**src/rtl/bpsk_ask_demod.sv**
```systemverilog
// Coherent integrate-and-dump BPSK/ASK demodulator: one decided bit per SYM_LEN strobes.
// Optional saturating bit-error counter enabled by defining DEMOD_ERRCNT_EN.
module bpsk_ask_demod #(
  parameter int          SYM_LEN    = 1024,
  parameter logic [31:0] ASK_THRESH = 32'd524288,
  parameter int          ACC_W      = 25 + $clog2(SYM_LEN)
) (
  input  logic        clk,
  input  logic        reset,
  input  logic        en,
  input  logic [1:0]  mod_sel,
  input  logic        sym_sync,
  input  logic [11:0] sample_in,
  input  logic [11:0] ref_in,
  input  logic        lfsr_ref,
  output logic        bit_out,
  output logic        bit_valid,
  output logic        locked,
  output logic [15:0] err_count
);

  localparam int CNT_W = $clog2(SYM_LEN);
  localparam logic [0:0] IDLE = 1'b0;
  localparam logic [0:0] RUN  = 1'b1;

  logic [0:0]              state_q, state_d;
  logic [CNT_W-1:0]        cnt_q, cnt_d;
  logic [1:0]              mod_lat_q, mod_lat_d;
  logic signed [23:0]      p_q, p_d;
  logic                    p_valid_q, p_valid_d;
  logic                    p_last_q, p_last_d;
  logic [1:0]              p_mode_q, p_mode_d;
  logic signed [ACC_W-1:0] acc_q, acc_d;
  logic                    bit_out_q, bit_out_d;
  logic                    bit_valid_q, bit_valid_d;

  logic                    capture;
  logic                    first;
  logic                    last_s1;
  logic [CNT_W-1:0]        cnt_eff;
  logic [1:0]              mode_cur;
  logic signed [23:0]      prod;
  logic [11:0]             mag;
  logic signed [ACC_W-1:0] p_ext;
  logic signed [ACC_W-1:0] sum;
  logic signed [63:0]      sum_wide;
  logic signed [63:0]      thresh_wide;
  logic                    ask_low;

  assign prod        = $signed(sample_in) * $signed(ref_in);
  // |-2048| wraps to 12'h800, which reads as +2048 once zero-extended
  assign mag         = sample_in[11] ? (~sample_in + 12'd1) : sample_in;
  assign p_ext       = {{(ACC_W-24){p_q[23]}}, p_q};
  assign sum         = acc_q + p_ext;
  assign sum_wide    = {{(64-ACC_W){sum[ACC_W-1]}}, sum};
  assign thresh_wide = {32'd0, ASK_THRESH};
  assign ask_low     = sum_wide < thresh_wide;

  always_comb begin
    state_d = state_q;
    if (sym_sync) state_d = RUN;

    capture  = en && ((state_q == RUN) || sym_sync);
    cnt_eff  = sym_sync ? '0 : cnt_q;
    first    = (cnt_eff == '0);
    last_s1  = (cnt_eff == CNT_W'(SYM_LEN - 1));
    mode_cur = first ? mod_sel : mod_lat_q;

    mod_lat_d = (capture && first) ? mod_sel : mod_lat_q;

    cnt_d = sym_sync ? '0 : cnt_q;
    if (capture) cnt_d = last_s1 ? '0 : cnt_eff + CNT_W'(1);

    p_valid_d = capture;
    p_last_d  = capture && last_s1;
    p_d       = p_q;
    p_mode_d  = p_mode_q;
    if (capture) begin
      p_d      = mode_cur[1] ? prod : $signed({12'd0, mag});
      p_mode_d = mode_cur;
    end

    // A closing product is always decided, even when a resync lands on the same cycle
    acc_d       = acc_q;
    bit_out_d   = bit_out_q;
    bit_valid_d = 1'b0;
    if (p_valid_q && p_last_q) begin
      acc_d = '0;
      if (!p_mode_q[0]) begin
        bit_valid_d = 1'b1;
        bit_out_d   = p_mode_q[1] ? sum[ACC_W-1] : ask_low;
      end
    end else if (sym_sync) begin
      acc_d = '0;
    end else if (p_valid_q) begin
      acc_d = sum;
    end
  end

  always_ff @(posedge clk or negedge reset) begin
    if (!reset) begin
      state_q     <= IDLE;
      cnt_q       <= '0;
      mod_lat_q   <= 2'b00;
      p_q         <= '0;
      p_valid_q   <= 1'b0;
      p_last_q    <= 1'b0;
      p_mode_q    <= 2'b00;
      acc_q       <= '0;
      bit_out_q   <= 1'b0;
      bit_valid_q <= 1'b0;
    end else begin
      state_q     <= state_d;
      cnt_q       <= cnt_d;
      mod_lat_q   <= mod_lat_d;
      p_q         <= p_d;
      p_valid_q   <= p_valid_d;
      p_last_q    <= p_last_d;
      p_mode_q    <= p_mode_d;
      acc_q       <= acc_d;
      bit_out_q   <= bit_out_d;
      bit_valid_q <= bit_valid_d;
    end
  end

  assign bit_out   = bit_out_q;
  assign bit_valid = bit_valid_q;
  assign locked    = (state_q == RUN);

`ifdef DEMOD_ERRCNT_EN
  logic        lfsr_lat_q, lfsr_lat_d;
  logic        p_lfsr_q, p_lfsr_d;
  logic [15:0] err_q, err_d;

  always_comb begin
    lfsr_lat_d = (capture && first) ? lfsr_ref : lfsr_lat_q;
    p_lfsr_d   = p_lfsr_q;
    if (capture) p_lfsr_d = first ? lfsr_ref : lfsr_lat_q;
    err_d = err_q;
    if (bit_valid_d && (bit_out_d != p_lfsr_q) && (err_q != 16'hFFFF))
      err_d = err_q + 16'd1;
  end

  always_ff @(posedge clk or negedge reset) begin
    if (!reset) begin
      lfsr_lat_q <= 1'b0;
      p_lfsr_q   <= 1'b0;
      err_q      <= 16'd0;
    end else begin
      lfsr_lat_q <= lfsr_lat_d;
      p_lfsr_q   <= p_lfsr_d;
      err_q      <= err_d;
    end
  end

  assign err_count = err_q;
`else
  logic unused_lfsr;
  assign unused_lfsr = lfsr_ref;
  assign err_count   = 16'd0;
`endif

endmodule
```
**config.mk**
```make
export PLATFORM = sky130hd
export DESIGN_NAME = bpsk_ask_demod
export DESIGN_NICKNAME = d
export VERILOG_FILES = /design/src/rtl/bpsk_ask_demod.sv
export SDC_FILE = /design/constraint.sdc
export NUM_CORES = 1
export LEC_CHECK = 0
export ABC_AREA = 1
export CORE_ASPECT_RATIO = 1.1
export CORE_MARGIN = 2
export CORE_UTILIZATION = 69
export DETAILED_ROUTE_END_ITERATION = 12
export GPL_TIMING_DRIVEN = 0
export HOLD_SLACK_MARGIN = 0.03
export PLACE_DENSITY = 0.86
export REMOVE_ABC_BUFFERS = 1
export SKIP_LAST_GASP = 1
export SLEW_MARGIN = 30
export SYNTH_ARGS = -nofsm -noshare
export SYNTH_HDL_FRONTEND = slang
export SYNTH_SLANG_ARGS = --single-unit
```
**constraint.sdc**
```tcl
create_clock -name clk -period 5.1 [get_ports clk]
set_input_delay 1.02 -clock clk [delete_from_list [all_inputs] [get_ports clk]]
set_output_delay 1.02 -clock clk [all_outputs]
set_load 0.01 [all_outputs]
```
# [Word-level counts from Yosys, hierarchy flattened]
# Index checks and enable logic that the tools add are counted.
[word_totals] ff_bits=78 inputBits=31 output_inout_bits=19 elab_cells=38
[op_classes] mux=12 order_cmp=1 n_mul=1 n_reduce_logical=8 bitwise=2 add_sub_neg=3 n_eq_ne=1
[ops] cell="35-bit 2-to-1 mux" n=3
[ops] cell="35-bit by 24-bit adder with 35-bit output" n=1
[ops] cell="35-bit by 21-bit < comparator with 1-bit output (second input constant)" n=1
[ops] cell="10-bit 2-to-1 mux" n=3
[ops] cell="12-bit by 12-bit multiplier with 24-bit output" n=1
[ops] cell="24-bit 2-to-1 mux" n=1
[ops] cell="12-bit by 1-bit adder with 12-bit output (second input constant)" n=1
[ops] cell="12-bit 2-to-1 mux" n=1
[ops] cell="12-bit NOT" n=1
[ops] cell="10-bit by 1-bit adder with 10-bit output (second input constant)" n=1
[ops] cell="10-bit equality test (second input constant)" n=1
[ops] cell="10-bit logical NOT" n=1
[ops] cell="1-bit logical AND" n=4
[ops] cell="1-bit 2-to-1 mux" n=3
[ops] cell="3-bit nonzero test" n=1
[ops] cell="2-bit 2-to-1 mux" n=1
[ops] cell="2-bit AND reduction" n=1
[ops] cell="1-bit logical OR" n=1
[ops] cell="1-bit NOT" n=1

# [Longest topological paths before layout]
[logic_depth] ltp_word=4 mapped_depth=27 mapped_depth_nobuf=25

# [Worst setup path before layout]
# OpenSTA, ideal clock, no wires.
[synth_path] kind="input to register" from="input sample_in[11]" to="register p_q[23]" path_slack_ns=-1.120 path_buffers=2 t_required_ns=4.974 arrival_time_ns=6.094 path_stages=20 setup_time_ns=0.126 cell_sequence="clkbuf_1 > clkbuf_1 > nand2_1 > inv_1 > fa_1 > fa_1 > inv_1 > fa_1 > inv_1 > fa_1 > inv_1 > fa_1 > inv_1 > ha_1 > nand2_1 > nor3_2 > nand2_1 > o311ai_0 > xnor2_1 > o21ai_0"
[synth_between] elab_chain_cells=2
[synth_lines] item="start, declared" line="13" text="input logic [11:0] sample_in,"
[synth_lines] item="12-bit by 12-bit multiplier with 24-bit output" line="50" text="assign prod = $signed(sample_in) * $signed(ref_in);"
[synth_lines] item="24-bit 2-to-1 mux" line="79" text="p_d = mode_cur[1] ? prod : $signed({12'd0, mag});"
[synth_lines] item="end signal, assigned" line="116" text="p_q <= p_d;"
[synth_lines] item="end, declared" line="29" text="logic signed [23:0] p_q, p_d;"
# Every way passes these cells.
# A chain may end at the register's enable or synchronous reset.

# [Worst setup path after layout]
[layout_path] from="input sample_in[8]" to="register p_q[17]"
# The elaborated chain is that of the path after synthesis.

==> impl_metrics.tcl <==
set metrics [dict create \
    status "complete, but fails checks" \
    failed_checks "negative setup slack" \
    period_needed_ps 5760 \
    maxSlewHeadroom 0.362 \
    ant_nets 0 \
    antenna_found_initial 0 \
    start_util 0.697 \
    drive_gt1_frac 0.118 \
    dp_worst_setup_slack_ps -2330 \
    num_rows 50 \
    nets 1931 \
    path_class "primary input to register" \
    num_antenna_cells 0 \
    dieArea_um2 18100 \
    cts_tree "done" \
    root_buffer "clkbuf_16" \
    path_common_cell "fa_1" \
    finalWeightedCongestion 0.957 \
    syn_inst 1637 \
    io_buffers 32 \
    fmax_ghz 0.174 \
    yosys_most_used_dff "dfrtp_1" \
    ys_async_sr_fraction 1.00 \
    synth_edf_count 0 \
    grt_first_pass_wirelength_um 51400 \
    grt_setup_unrepaired "yes" \
    core_area_um2 16800 \
    cts_sinks 78 \
    cp-start-kind "primary input" \
    io_pins 50 \
    vias_per_cell 5.95 \
    postCtsHoldBufs 0 \
    place_hpwl_um 22600 \
    wirelength_um 34100 \
    netlist_area_um2 11700 \
    worst_path_max_delay_cell "fa_1" \
    chipWidth_um 128 \
    cts_buffers 9 \
    synth_seq_cells 78 \
    holdWs_ps 486 \
    worst_ep_required_time_ps 5350 \
    grt_pass1_vias 11100 \
    syn_area_per_cell_um2 7.16 \
    final_cells 1886 \
    h-tree-depth 3 \
    worst_slew_pin_slew_ps 955 \
    grt_max_degree 52 \
    final-hold-violation-count 0 \
    synth_seq_area_share 0.166 \
    final.setup_skew_ps 9.41 \
    clk_pin_slew_worst_paths_ps 70 \
    yosys.area.top_type "fa_1" \
    grt_overflow 0 \
    synthDistinctLibCells 54 \
    clkLatencyLatePin_ps 350 \
    dp.cells 1835 \
    setup_violations 10 \
    yosysWarnings 0 \
    cap_violations 0 \
    die_h_um 141 \
    hold_path_class "register to register" \
    drtIter0Drc 1244 \
    synth_area_leaders "fa_1 (24%), dfrtp_1 (17%), nand2_1 (15%)" \
    cp-end-kind "register" \
    wire_per_inst_um 18.1 \
    slowest_delay_ps 600 \
    setup_ws_ps -660 \
    drv_slew 0 \
    crit_fanout 14 \
    drc 0 \
    worstPathArrival_ps 6010 \
    area_growth_pct 12.9 \
    finalCritPeriodShare 1.13 \
    worstPathCellList "buf_6 > nand2_1 > fa_1 > inv_1 > fa_1 > fa_1 > fa_1 > inv_2 > fa_1 > inv_2 > ha_4 > nand2_4 > nor2_4 > nand4_1 > o211ai_1 > nand3_1 > inv_2 > nor2_1 > xor2_1 > o31ai_1" \
    vias 11200 \
    gr-usage-all-layers 0.356 \
    drt_pass1_iterations 9 \
    synth.top_cell.area_share 0.237 \
    clk_path_buf_depth 2 \
]
==> cells in the final DEF, fill, tap and decap left out, types with 5 or more instances in the layout <==
cell type	instances
nor2_4	8
o21ai_0	52
xnor2_1	8
nand2_4	5
o31ai_1	7
ha_4	13
ha_1	72
xor2_1	23
nor3_1	15
buf_8	7
nor2_2	7
nand4_1	11
clkdlybuf4s50_1	7
nand2_2	19
o211ai_1	7
inv_2	22
a32o_1	7
o21ai_2	7
conb_1	16
nor2_1	89
buf_6	15
inv_1	350
fa_2	6
clkbuf_16	9
nand3_1	72
a21oi_2	8
nand2_1	437
dfrtp_1	78
fa_1	133
o21ai_1	11
a21oi_1	53
buf_4	34
==> sequential cells by signal, indices dropped and copies added (netlist names) <==
| name | flops |
|---|---|
| acc_q | 35 |
| p_q | 24 |
| cnt_q | 10 |
| mod_lat_q | 2 |
| p_mode_q | 2 |
| bit_out | 1 |
| bit_valid | 1 |
| locked | 1 |
| p_last_q | 1 |
| p_valid_q | 1 |
==> cell usage after synthesis (all sizes together), types with 3 or more instances <==
| cell | instances |
|---|---|
| a21boi | 4 |
| a21oi | 65 |
| a32o | 7 |
| and2 | 4 |
| buf | 19 |
| clkbuf | 39 |
| dfrtp | 78 |
| fa | 139 |
| ha | 88 |
| inv | 375 |
| nand2 | 461 |
| nand3 | 76 |
| nand3b | 4 |
| nand4 | 11 |
| nor2 | 104 |
| nor3 | 16 |
| nor4 | 3 |
| o211ai | 7 |
| o21ai | 71 |
| o21bai | 5 |
| o221ai | 3 |
| o31ai | 7 |
| or2 | 3 |
| xnor2 | 8 |
| xor2 | 23 |
==> cell type report <==
cell class / count / area, µm²
clock inverter: 7 / 106
clock buffer: 9 / 225
multi-input combinational: 1140 / 8570
fill: 1086 / 3580
inverter: 376 / 1420
timing repair buffer: 68 / 707
sequential: 78 / 1950
tap: 208 / 260
==> kinds of logic (layout without fill, tap and decap cells) <==
family | count (synthesis) | count (layout) | synth area share
and+or+nand+nor | 683 | 683 | 0.238
buffers and inverters | 434 | 460 | 0.146
adders and majority gates | 227 | 227 | 0.331
AOI/OAI and AO/OA | 183 | 183 | 0.0948
DFF | 78 | 78 | 0.166
xor gates and xnor gates | 31 | 31 | 0.0231
other | 1 | 16 | 0.000320
==> worst paths after layout <==
kind                               from         to  slack, ps  cells past startpoint
setup / recovery           sample_in[8]    p_q[17]       -660                     20
hold / removal              p_mode_q[0]  bit_valid        490                      1
setup reg to reg                p_q[23]    bit_out       2350                     13
hold reg to reg             p_mode_q[0]  bit_valid        490                      1
max in group asynchronous         reset  p_valid_q       3920                      2
min in group asynchronous         reset   acc_q[4]        600                      1
==> critical path: cells and delay by family <==
family / cells / cell delay, ps
AND/OR/NAND/NOR: 6 / 810
buffers and inverters: 5 / 500
adder cells (fa/ha/maj): 6 / 3000
AO/OA/AOI/OAI: 2 / 550
XOR/XNOR: 1 / 140
==> layer usage <==
layer | routed length, µm | vias up | GRT usage
li1 | - | 5028 | -
met1 | 12200 | 5278 | 0.430
met2 | 16800 | 678 | 0.627
met3 | 2610 | 229 | 0.0433
met4 | 2430 | 0 | 0.174
met5 | 0 | - | 0
==> repair_timing <==
action,4_1_cts,5_1_grt
endpoints found under the hold margin,0,0
gates resized for setup,250,64
pin swaps,62,57
setup endpoints to repair,17,13
setup buffers,26,10
==> through the flow <==
step,utilization,setup TNS [ps],area [µm²]
6_report,0.787,-3810,13200
5_1_grt,0.787,-4610,13200
4_1_cts,0.772,-995,13000
3_5_place_dp,0.719,-24320,12100
3_3_place_gp,0.717,-22810,12100
2_1_floorplan,-,-2980,11500
Power is left out: the tool's default activity adds up to more than one toggle a clock period on the data nets, which glitch-free logic cannot reach.
